--- config.mk ---
export PLATFORM = sky130hd
export DESIGN_NAME = mul_rr_sched
export DESIGN_NICKNAME = d
export VERILOG_FILES = /design/src/rtl/mul_sched_pkg.sv /design/src/rtl/mul_iter_core.sv /design/src/rtl/mul_rr_sched.sv
export SDC_FILE = /design/constraint.sdc
export NUM_CORES = 1
export LEC_CHECK = 0
export BUFFER_PORTS_ARGS = -buffer_cell sky130_fd_sc_hd__buf_2
export CAP_MARGIN = 10
export CORE_MARGIN = 3
export CORE_UTILIZATION = 40
export DETAILED_ROUTE_END_ITERATION = 8
export PLACE_DENSITY = 0.66
export SETUP_SLACK_MARGIN = 0.4
export SLEW_MARGIN = 20
export SYNTH_ARGS = -nofsm -noshare
export SYNTH_HDL_FRONTEND = slang
export SYNTH_HIERARCHICAL = 1
export SYNTH_SLANG_ARGS = --single-unit
--- constraint.sdc ---
create_clock -name clk -period 1.94 [get_ports clk]
set_input_delay 0.291 -clock clk [delete_from_list [all_inputs] [get_ports clk]]
set_output_delay 0.291 -clock clk [all_outputs]
set_load 0.02 [all_outputs]
--- src/rtl/mul_sched_pkg.sv ---
// Shared types and default sizes for the round-robin scheduled iterative multiplier.
package mul_sched_pkg;

   localparam int W_DEF     = 8;
   localparam int N_REQ_DEF = 4;
   localparam int PROD_W    = 2 * W_DEF;

   typedef enum logic [1:0] {
      ST_IDLE = 2'd0,
      ST_RUN  = 2'd1,
      ST_DONE = 2'd2
   } state_t;

endpackage

--- src/rtl/mul_iter_core.sv ---
// Repeated-addition multiply engine: loads on start, adds a once per edge until cnt reaches zero.
module mul_iter_core
   import mul_sched_pkg::*;
#(
   parameter int W = W_DEF
) (
   input  logic           clk,
   input  logic           rst_n,
   input  logic           start,
   input  logic [W-1:0]   a,
   input  logic [W-1:0]   b,
   output logic           done,
   output logic [2*W-1:0] product
);

   logic [2*W-1:0] acc_q, acc_d;
   logic [W-1:0]   a_q;
   logic [W-1:0]   cnt_q, cnt_d;
   logic           run_q, run_d;

   always_comb begin
      acc_d = acc_q;
      cnt_d = cnt_q;
      run_d = run_q;
      if (run_q) begin
         if (cnt_q != '0) begin
            acc_d = acc_q + {{W{1'b0}}, a_q};
            cnt_d = cnt_q - 1'b1;
         end else begin
            run_d = 1'b0;
         end
      end
   end

   always_ff @(posedge clk or negedge rst_n) begin
      if (!rst_n) begin
         acc_q <= '0;
         a_q   <= '0;
         cnt_q <= '0;
         run_q <= 1'b0;
      end else if (start) begin
         acc_q <= '0;
         a_q   <= a;
         cnt_q <= b;
         run_q <= 1'b1;
      end else begin
         acc_q <= acc_d;
         cnt_q <= cnt_d;
         run_q <= run_d;
      end
   end

   // Combinational so the owner can capture the product on the same edge the engine stops.
   assign done    = run_q && (cnt_q == '0);
   assign product = acc_q;

endmodule

--- src/rtl/mul_rr_sched.sv ---
// Round-robin arbiter sharing one iterative multiplier; returns a tagged product with a done pulse.
module mul_rr_sched
   import mul_sched_pkg::*;
#(
   parameter int N_REQ = N_REQ_DEF,
   parameter int W     = W_DEF,
   parameter int ID_W  = 2
) (
   input  logic               clk,
   input  logic               rst_n,
   input  logic [N_REQ-1:0]   req,
   input  logic [N_REQ*W-1:0] a_in,
   input  logic [N_REQ*W-1:0] b_in,
   output logic [N_REQ-1:0]   gnt,
   output logic               busy,
   output logic               done,
   output logic [ID_W-1:0]    done_id,
   output logic [2*W-1:0]     result
);

   state_t              state_q;
   logic [ID_W-1:0]     ptr_q;
   logic [ID_W-1:0]     id_q;
   logic [N_REQ-1:0]    gnt_q;
   logic                busy_q;
   logic                done_q;
   logic [ID_W-1:0]     done_id_q;
   logic [2*W-1:0]      result_q;

   logic [W-1:0]        a_arr [N_REQ];
   logic [W-1:0]        b_arr [N_REQ];
   logic                win_valid;
   logic [ID_W-1:0]     win_id;
   logic                core_start;
   logic                core_done;
   logic [2*W-1:0]      core_product;

   for (genvar gi = 0; gi < N_REQ; gi++) begin : g_unpack
      assign a_arr[gi] = a_in[gi*W +: W];
      assign b_arr[gi] = b_in[gi*W +: W];
   end

   // Walk from the highest offset down so the requester nearest ptr overwrites the others.
   always_comb begin
      logic [ID_W-1:0] idx;
      win_valid = 1'b0;
      win_id    = '0;
      for (int k = N_REQ - 1; k >= 0; k--) begin
         idx = ID_W'((int'(ptr_q) + k) % N_REQ);
         if (req[idx]) begin
            win_valid = 1'b1;
            win_id    = idx;
         end
      end
   end

   assign core_start = (state_q == ST_IDLE) && win_valid;

   mul_iter_core #(.W(W)) u_core (
      .clk     (clk),
      .rst_n   (rst_n),
      .start   (core_start),
      .a       (a_arr[win_id]),
      .b       (b_arr[win_id]),
      .done    (core_done),
      .product (core_product)
   );

   always_ff @(posedge clk or negedge rst_n) begin
      if (!rst_n) begin
         state_q   <= ST_IDLE;
         ptr_q     <= '0;
         id_q      <= '0;
         gnt_q     <= '0;
         busy_q    <= 1'b0;
         done_q    <= 1'b0;
         done_id_q <= '0;
         result_q  <= '0;
      end else begin
         gnt_q  <= '0;
         done_q <= 1'b0;
         case (state_q)
            ST_IDLE: begin
               if (win_valid) begin
                  gnt_q   <= N_REQ'(1) << win_id;
                  id_q    <= win_id;
                  busy_q  <= 1'b1;
                  state_q <= ST_RUN;
               end
            end
            ST_RUN: begin
               if (core_done) begin
                  result_q  <= core_product;
                  done_q    <= 1'b1;
                  done_id_q <= id_q;
                  busy_q    <= 1'b0;
                  ptr_q     <= (id_q == ID_W'(N_REQ - 1)) ? '0 : id_q + 1'b1;
                  state_q   <= ST_DONE;
               end
            end
            default: state_q <= ST_IDLE;
         endcase
      end
   end

   assign gnt     = gnt_q;
   assign busy    = busy_q;
   assign done    = done_q;
   assign done_id = done_id_q;
   assign result  = result_q;

endmodule
==> metrics.md <==
| Metric | Value |
|---|---|
| Status | finished, violations left |
| Failing checks | negative setup slack |
| Hold slack | approximately 0.37 ns |
| Top delay family on crit path | adder cells |
| Endpoints failing setup | 2 |
| Cell Count, Final, Fillers Out | 626 |
| Area share of the largest cell type after synthesis | approximately 44% |
| Fillers | ~640 |
| Clock latency on the worst-skew pair | about 0.34 ns |
| Post-DP HPWL | a little over 6 mm |
| Clock tree buffer depth | 2 |
| FF/Latch Area | 1577 µm² |
| All-Layer GR Usage | between 20% and 30% |
| CP Buf/Inv Count | 1 |
| HP Class | in2reg |
| Slew @ Worst Pin | about 0.6 ns |
| # diodes | 0 |
| Die area | between 10000 and 15000 µm² |
| Die span in y | 100.8 µm |
| Area of the multi-input gates | ~2400 µm² |
| Proportion of layout cells with a drive suffix above 1 | about 51% |
| Boundary pin count | 94 |
| RePlAce Congestion | around 0.82 |
| Min Clock Period, post-route | about 2.0 ns |
| Final hold vios | 0 |
| Yosys top cell by area | dfrtp_1 |
| Mapped Cells | approximately 370 |
| Initial core utilization | 42.48% |
| Synth top cells by count | nand2_1 (88), dfrtp_1 (63), mux2i_1 (48), a21oi_1 (17), nor2_1 (16) |
| Ys flop type | dfrtp_1 |
| Avg Inst Size Synth | 9.667 µm² |
| Worst Path Max Fanout | 7 |
| Cell Rows | 33 |
| Drt wl/cell | about 16 µm |
| Place WS | -0.07555 ns |
| Via count | 3268 |
| Vias in the first global route | approximately 3400 |
| Vias per cell | roughly 5.2 |
| Initial antenna violation count | 0 |
| Layout area overhead | 55.88% |
| Setup CP Type | reg2reg |
| Worst Slack Setup Final | -0.03705 ns |
| Unique cell type count in the Yosys netlist | 42 |
| Setup TNS | -0.07409 ns |
| Die W | 100.8 µm |
| Clk sinks | 63 |
| Total number of yosys warnings | 6 |
| Crit path cell chain | ha_4 > inv_2 > fa_2 > nor2b_4 > o31a_1 > o211ai_4 > or3_4 > a21oi_2 |
| CTS Buf Count | 9 |
| Fin. max-slew vios | 0 |
| Peak supply drop | about 0.75 mV |
| # port buffers | between 90 and 100 |
| Max_cap viols | 0 |
| Fmax | around 510 MHz |
| Count leader, synth | nand2_1 |
| RSZ-0062 raised after global routing | true |
| Post-Syn Area | 3596 µm² |
| Seq cells post-synth | between 60 and 70 |
| Global route total overflow | 0 |
| Setup crit end kind | register |
| TritonCTS clock tree | built |
| Asr flop ratio synth | between 90% and 100% |
| Placed insts | around 580 |
| Data required, critical path | approximately 2.2 ns |
| Crit-path slowest cell | dfrtp_1 |
| CTS root buf | clkbuf_8 |
| Post-synth EDFFs | 0 |
| Final-stage net count | 599 |
| Initial DRT Pass Iterations | 4 |
| Post-synthesis sequential area ratio | a little over two fifths |
| DR iter-0 viols | 146 |
| Syn Nets | 454 |
| First-pass GRT wire length | ~16 mm |
| Clk slew on worst S/H paths | ~0.07 ns |
| Slew Limit Headroom | approximately 60% |
| Synth area leaders | dfrtp_1 (44%), mux2i_1 (13%), nand2_1 (9.2%), ha_1 (3.8%), a21oi_1 (2.4%) |
| CP arrival | approximately 2.2 ns |
| H-tree level count | 3 |
| Remaining antenna violation count | 0 |
| DRT Wirelength | about 9.8 mm |
| Pin count of the biggest net entering global routing | a little over 40 |
| Fin crit share | 101.9% |
| Crit path largest cell delay | 0.40 ns |
| Leakage | between 2 and 3 nW |
| Final routed DRC violation total | 0 |
| Clock Skew | 0.009654 ns |
| Total core area | ~8500 µm² |
| Crit path launch type | register |
| Pwr dens | about 1700 nW/µm² |
-- layer usage --
layer | vias to the layer above | wire [µm] | GRT usage [%]
li1 | 1585 | - | -
met1 | 1576 | 4171 | 25.92
met2 | 90 | 4943 | 34.43
met3 | 17 | 472 | 3.114
met4 | 0 | 201 | 7.047
met5 | - | 0 | 0
-- layout by cell type (no fill, tap or decap), types with 7 or more instances in the layout --
master	n
a21oi_1	8
a21oi_2	9
buf_12	7
buf_2	93
buf_4	33
buf_6	10
clkbuf_8	9
dfrtp_1	63
ha_4	7
inv_1	8
mux2_4	7
mux2i_1	47
nand2_1	52
nand2_2	20
nand2_4	16
nor2_1	12
o21ai_1	9
-- report_power, final --
group / leakage, nW / total (mW) / switching, mW / internal, mW
clock: 0.113 / 1.34 / 0.498 / 0.846
sequential: 0.798 / 2.30 / 0.485 / 1.82
combinational: 1.85 / 5.73 / 2.75 / 2.98
-- registers in the layout, indices dropped and copies added, names as in the netlist --
| signal | cells |
|---|---|
| u_core/run_q | 1 |
| state_q | 2 |
| u_core/product | 16 |
| done_id | 2 |
| id_q | 2 |
| ptr_q | 2 |
| u_core/a_q | 8 |
| u_core/cnt_q | 8 |
| result | 16 |
| gnt | 4 |
| busy | 1 |
| done | 1 |
-- timing repair --
item	4_1_cts	5_1_grt
cloned	6	0
buffers inserted	14	6
hold buffers	1	0
setup endpoints to repair	59	62
gates resized for setup	93	46
pin swaps	35	27
hold endpoints to repair	23	0
-- per-stage QoR --
| step | area [µm²] | power, mW | util, % |
|---|---|---|---|
| 3_5_place_dp | 4489 | 6.096 | 53.04 |
| 4_1_cts | 5348 | 8.685 | 63.18 |
| 3_3_place_gp | 4489 | 5.978 | 53.04 |
| 6_report | 5605 | 9.382 | 66.22 |
| 2_1_floorplan | 3785 | 4.971 | - |
| 5_1_grt | 5605 | 9.989 | 66.22 |
-- layout make-up --
class	instances	area share, %
clock buffers	11	2.344
flip-flops and latches	63	28.12
clock inverters	4	1.696
well taps	105	2.344
multi-input cells	279	43.71
inverters	12	0.8929
repair buffers	152	20.89
-- logic make-up (layout without fill, tap and decap cells) --
logic type	after synthesis	count (layout)	share of synthesized area [%]
AO/OA/AOI/OAI	59	59	10.89
XOR/XNOR	13	13	3.166
adder cells (fa/ha/maj)	12	12	4.384
buffers and inverters	30	179	4.871
flip-flops	63	63	43.84
multiplexers	55	55	15.55
AND/OR/NAND/NOR	140	140	17.29
-- path summary, 6_finish.rpt --
check | startpoint | to | slack, ns | depth (start not counted)
max in group asynchronous | rst_n | u_core/cnt_q[0]$_DFFE_PN0P_ | 0.83 | 3
worst max-delay path | u_core/product[0]$_DFFE_PN0P_ | u_core/product[12]$_DFFE_PN0P_ | -0.04 | 8
worst min register to register | state_q[1]$_DFFE_PN0P_ | state_q[0]$_DFFE_PN0P_ | 0.45 | 1
worst max register to register | u_core/product[0]$_DFFE_PN0P_ | u_core/product[12]$_DFFE_PN0P_ | -0.04 | 8
worst min-delay path | b_in[4] | u_core/cnt_q[4]$_DFFE_PN0P_ | 0.37 | 5
min in group asynchronous | rst_n | result[12]$_DFFE_PN0P_ | 0.50 | 2
-- tightest hold or removal path, delay by kind of cell --
family	cells	cell delay, ns
and+or+nand+nor	1	0.06
muxes	2	0.17
buffers and inverters	1	0.08
AOI/OAI and AO/OA	1	0.06
Note: power is estimated with default switching activity, not from simulation.
